<file path="src/rtl/cnn_run_display_ctrl.sv">
// Run sequencer for cnn_core: launches inference on a start edge, captures digits into a
// NUM_DISP-deep history shown on active-low 7-seg displays. Optional macro: LATENCY_MEAS_EN.
module cnn_run_display_ctrl #(
    parameter int NUM_DISP       = 4,
    parameter int TIMEOUT_CYCLES = 1000000,
    parameter int CNT_W          = 16,
    parameter int LAT_W          = 24
) (
    input  logic                  clk,
    input  logic                  reset_n,
    input  logic                  start,
    output logic                  core_start,
    input  logic                  core_done,
    input  logic [3:0]            core_digit,
    output logic [7*NUM_DISP-1:0] hex_seg,
    output logic                  busy,
    output logic                  result_valid,
    output logic [CNT_W-1:0]      run_count,
    output logic                  timeout_err,
    output logic [LAT_W-1:0]      last_latency
);

    typedef enum logic [1:0] {S_IDLE, S_LAUNCH, S_WAIT, S_CAPT} state_e;

    localparam int WD_W = (TIMEOUT_CYCLES > 1) ? $clog2(TIMEOUT_CYCLES) : 1;
    localparam logic [WD_W-1:0] WD_LAST = (TIMEOUT_CYCLES > 0) ? WD_W'(TIMEOUT_CYCLES - 1) : '0;

    state_e            state_q;
    logic              start_q;
    logic [3:0]        digit_q;
    logic [WD_W-1:0]   wd_q;
    logic              core_start_q;
    logic              result_valid_q;
    logic [CNT_W-1:0]  run_count_q;
    logic              timeout_err_q;
    // Each slot holds {filled, digit}; an unfilled slot renders blank.
    logic [4:0]        hist_q [NUM_DISP];

    always_ff @(posedge clk or negedge reset_n) begin
        if (!reset_n) begin
            state_q        <= S_IDLE;
            start_q        <= 1'b0;
            digit_q        <= '0;
            wd_q           <= '0;
            core_start_q   <= 1'b0;
            result_valid_q <= 1'b0;
            run_count_q    <= '0;
            timeout_err_q  <= 1'b0;
            for (int k = 0; k < NUM_DISP; k++) hist_q[k] <= '0;
        end else begin
            start_q        <= start;
            core_start_q   <= 1'b0;
            result_valid_q <= 1'b0;
            case (state_q)
                S_IDLE: begin
                    if (start && !start_q) begin
                        state_q       <= S_LAUNCH;
                        core_start_q  <= 1'b1;
                        timeout_err_q <= 1'b0;
                    end
                end
                S_LAUNCH: begin
                    state_q <= S_WAIT;
                    wd_q    <= '0;
                end
                S_WAIT: begin
                    if (core_done) begin
                        state_q <= S_CAPT;
                        digit_q <= core_digit;
                    end else if ((TIMEOUT_CYCLES != 0) && (wd_q == WD_LAST)) begin
                        state_q       <= S_IDLE;
                        timeout_err_q <= 1'b1;
                    end else begin
                        wd_q <= wd_q + 1'b1;
                    end
                end
                S_CAPT: begin
                    state_q        <= S_IDLE;
                    result_valid_q <= 1'b1;
                    run_count_q    <= run_count_q + 1'b1;
                    for (int k = NUM_DISP - 1; k > 0; k--) hist_q[k] <= hist_q[k-1];
                    hist_q[0] <= {1'b1, digit_q};
                end
                default: state_q <= S_IDLE;
            endcase
        end
    end

    function automatic logic [6:0] seg7(input logic [4:0] slot);
        logic [6:0] g;
        g = 7'h7F;
        if (slot[4]) begin
            case (slot[3:0])
                4'h0: g = 7'h40;  4'h1: g = 7'h79;  4'h2: g = 7'h24;  4'h3: g = 7'h30;
                4'h4: g = 7'h19;  4'h5: g = 7'h12;  4'h6: g = 7'h02;  4'h7: g = 7'h78;
                4'h8: g = 7'h00;  4'h9: g = 7'h10;  4'hA: g = 7'h08;  4'hB: g = 7'h03;
                4'hC: g = 7'h46;  4'hD: g = 7'h21;  4'hE: g = 7'h06;  default: g = 7'h0E;
            endcase
        end
        return g;
    endfunction

    always_comb begin
        hex_seg = '0;
        for (int k = 0; k < NUM_DISP; k++) hex_seg[7*k +: 7] = seg7(hist_q[k]);
    end

    assign core_start   = core_start_q;
    assign busy         = (state_q != S_IDLE);
    assign result_valid = result_valid_q;
    assign run_count    = run_count_q;
    assign timeout_err  = timeout_err_q;

`ifdef LATENCY_MEAS_EN
    localparam logic [LAT_W-1:0] LAT_MAX = '1;
    logic [LAT_W-1:0] lat_cnt_q, last_lat_q, lat_inc_d;

    // Saturating +1, shared by the running count and the captured result.
    assign lat_inc_d = (lat_cnt_q == LAT_MAX) ? LAT_MAX : lat_cnt_q + 1'b1;

    always_ff @(posedge clk or negedge reset_n) begin
        if (!reset_n) begin
            lat_cnt_q  <= '0;
            last_lat_q <= '0;
        end else if (state_q == S_LAUNCH) begin
            lat_cnt_q <= '0;
        end else if (state_q == S_WAIT) begin
            lat_cnt_q <= lat_inc_d;
            if (core_done) last_lat_q <= lat_inc_d;
        end
    end

    assign last_latency = last_lat_q;
`else
    assign last_latency = '0;
`endif

endmodule

</file>
<file path="config.mk">
export PLATFORM = sky130hd
export DESIGN_NAME = cnn_run_display_ctrl
export DESIGN_NICKNAME = d
export VERILOG_FILES = /design/src/rtl/cnn_run_display_ctrl.sv
export SDC_FILE = /design/constraint.sdc
export NUM_CORES = 1
export LEC_CHECK = 0
export ABC_AREA = 1
export CAP_MARGIN = 20
export CORE_ASPECT_RATIO = 0.7
export CORE_MARGIN = 2
export CORE_UTILIZATION = 51
export DETAILED_ROUTE_END_ITERATION = 8
export PLACE_DENSITY_LB_ADDON = 0.2
export SLEW_MARGIN = 20
export SYNTH_ARGS = -nofsm -noshare
export SYNTH_HDL_FRONTEND = slang
export SYNTH_SLANG_ARGS = --single-unit
export TNS_END_PERCENT = 1
</file>
<file path="constraint.sdc">
create_clock -name clk -period 1.8 [get_ports clk]
set_input_delay 0.18 -clock clk [delete_from_list [all_inputs] [get_ports clk]]
set_output_delay 0.18 -clock clk [all_outputs]
set_load 0.005 [all_outputs]
</file>
==> run summary <==
outcome - complete, but fails checks
failing checks - setup timing
number of flops mapped to enable cells by yosys - 0
f_max - 512 MHz
Max Cap Viol - 0
post-synthesis sequential area ratio - 37.8%
Rows - 28
DRC Markers - 0
total CTS buffers - 9
WP data arrival - 1.78 ns
PwrDens - 1260 nW/um^2
Final Hold Viols - 0
Synth Instances - 587
critical path peak fanout - 6
Final Max Slew Viols - 0
grt total ovfl - 0
leakage - 0.00251 uW
area grow syn2layout - 23.9%
top cells by area, synth - dfrtp_1 (38%), nand2_1 (13%), ha_1 (7.5%)
nets@finish - 698
share of cells above drive strength 1 - 16.2%
initial drt markers - 226
Sink Count - 66
root buf cell - clkbuf_16
global-route wire length before repair - 16,200 um
routed length per instance - 12.6 um
Critical Path RT - 1.62 ns
RSZ-0062 raised after global routing - true
Mean Syn Cell Area - 7.43 um^2
Cell Area, Synth - 4360 um^2
Placeable Area - 8370 um^2
Hold Crit Class - in2reg
crit end category - output pin
Final GP Congestion - 0.921
Clock Skew - 0.00672 ns
dpl hpwl - 6990 um
drt pass-1 iters - 4
maximum VDD drop - 0.662 mV
min cycle time layout - 1.96 ns
TritonCTS clock tree - done
# diodes - 0
top_reg_cell synth - dfrtp_1
post-synth cell types - 32
period utilization - 109%
total of warnings raised by yosys - 0
synth cell count leaders - nand2_1 (150), dfrtp_1 (66), inv_1 (60)
Skew-Pair Late Insertion Delay - 0.32 ns
Worst Path Class, Setup - reg2out
Die Span Y - 81.4 um
fraction of registers with async set/reset - 100%
# H-tree levels - 3
CTS clock-pin slew for the worst setup and hold paths - 0.05 ns
Via density - 5.10
WL final - 9720 um
number of port buffers - 55
die area - 9330 um^2
via count - 3,946
Worst Path Buf+Inv - 2
I/O pin count - 80
ANT nets after route - 0
antenna violations before repair - 0
Crit-path slowest cell - clkdlybuf4s50_1
critical path's top delay family - buffers and inverters
Max clock buf depth - 2
Yosys top cell by area - dfrtp_1
gr usage total - 21.5%
Startpoint Class - flip-flop
top cell type's share of synthesized area - 37.8%
critical path cell sequence - inv_2 -> ha_1 -> nand3_1 -> nand3_1 -> clkdlybuf4s50_1
final setup margin - -0.155 ns
crit-path most repeated cell - nand3_1
Initial Util - 52.1%
top-count cell post-synth - nand2_1
Slowest Stage Delay on Critical Path - 0.50 ns
Final Setup Violations - 6
Die W - 115 um
number of global-route vias before repair - 3,528
pin count of the biggest net entering global routing - 67
Seq cells post-synth - 66
Setup WS pre-CTS - 0.00420 ns
Final Util - 64.6%
-- cells by family after synthesis --
logic type | synth area share [%]
AOI/OAI and AO/OA | 10.1
xor gates and xnor gates | 3.41
adders and majority gates | 7.45
buffers and inverters | 11.8
DFF | 37.8
muxes | 0.774
other | 0.0859
and+or+nand+nor | 28.5
-- placed cells by master, fill, tap and decap left out, types with 11 or more instances in the layout --
cell,n
nand2_1,146
nor2_1,44
ha_1,21
conb_1,24
buf_4,29
clkdlybuf4s50_1,28
nor2_2,12
o21ai_0,40
clkbuf_2,11
inv_1,50
nand3_1,58
dfrtp_1,65
-- registers in the layout (all words and copies together) (netlist names) --
name / cells
core_start: 1
digit_q: 4
hist_q: 20
result_valid: 1
run_count: 16
start_q: 1
state_q: 2
timeout_err: 1
wd_q: 20
-- worst paths after layout --
kind | startpoint | to | slack [ns] | depth (start not counted)
worst max-delay path | hist_q[0] | hex_seg[22] | -0.16 | 5
worst min-delay path | start | start_q | 0.36 | 1
worst max register to register | wd_q[1] | wd_q[14] | 0.12 | 8
worst min register to register | digit_q[2] | hist_q[17] | 0.49 | 2
max in group asynchronous | reset_n | hist_q[7] | 1.09 | 3
min in group asynchronous | reset_n | run_count[15] | 0.41 | 3
-- repair_timing --
action	CTS	global route
hold buffers	1	0
setup buffers	0	1
pin swaps	7	2
gates resized for setup	55	44
hold endpoints to repair	66	0
setup endpoints to repair	28	32
-- area by class of cell --
cell class,instances,area [um^2]
fillers,724,2970
clock buffers,11,233
clock inverters,4,20.0
flip-flops and latches,66,1650
multi-input cells,437,2380
well taps,105,131
inverters,63,239
repair buffers,87,753
-- stage by stage --
stage	cell area [um^2]	instances	hold WS, ns	setup TNS (ns)	power [uW]
2_1_floorplan	4450	610	-0.116	0	3810
3_3_place_gp	5090	756	0.223	0	5350
3_5_place_dp	5090	756	0.223	0	5410
4_1_cts	5380	772	0.356	-1.67	6840
5_1_grt	5410	773	0.352	-1.57	7380
6_report	5410	773	0.358	-0.519	6830
-- layer usage --
metal / track usage [%] / routed length (um) / vias to the layer above
li1: - / - / 2007
met1: 30.8 / 4830 / 1835
met2: 33.9 / 4420 / 100
met3: 4.10 / 421 / 4
met4: 4.63 / 41 / 0
met5: 0 / 0 / -
-- power breakdown --
group / switching, uW / leakage, uW / total (uW) / internal (uW)
registers: 345 / 0.000870 / 2150 / 1800
logic: 1730 / 0.00151 / 3180 / 1450
clock network: 587 / 0.000129 / 1500 / 913
total: 2670 / 0.00251 / 6830 / 4160
Note: power is estimated with default switching activity, not from simulation.
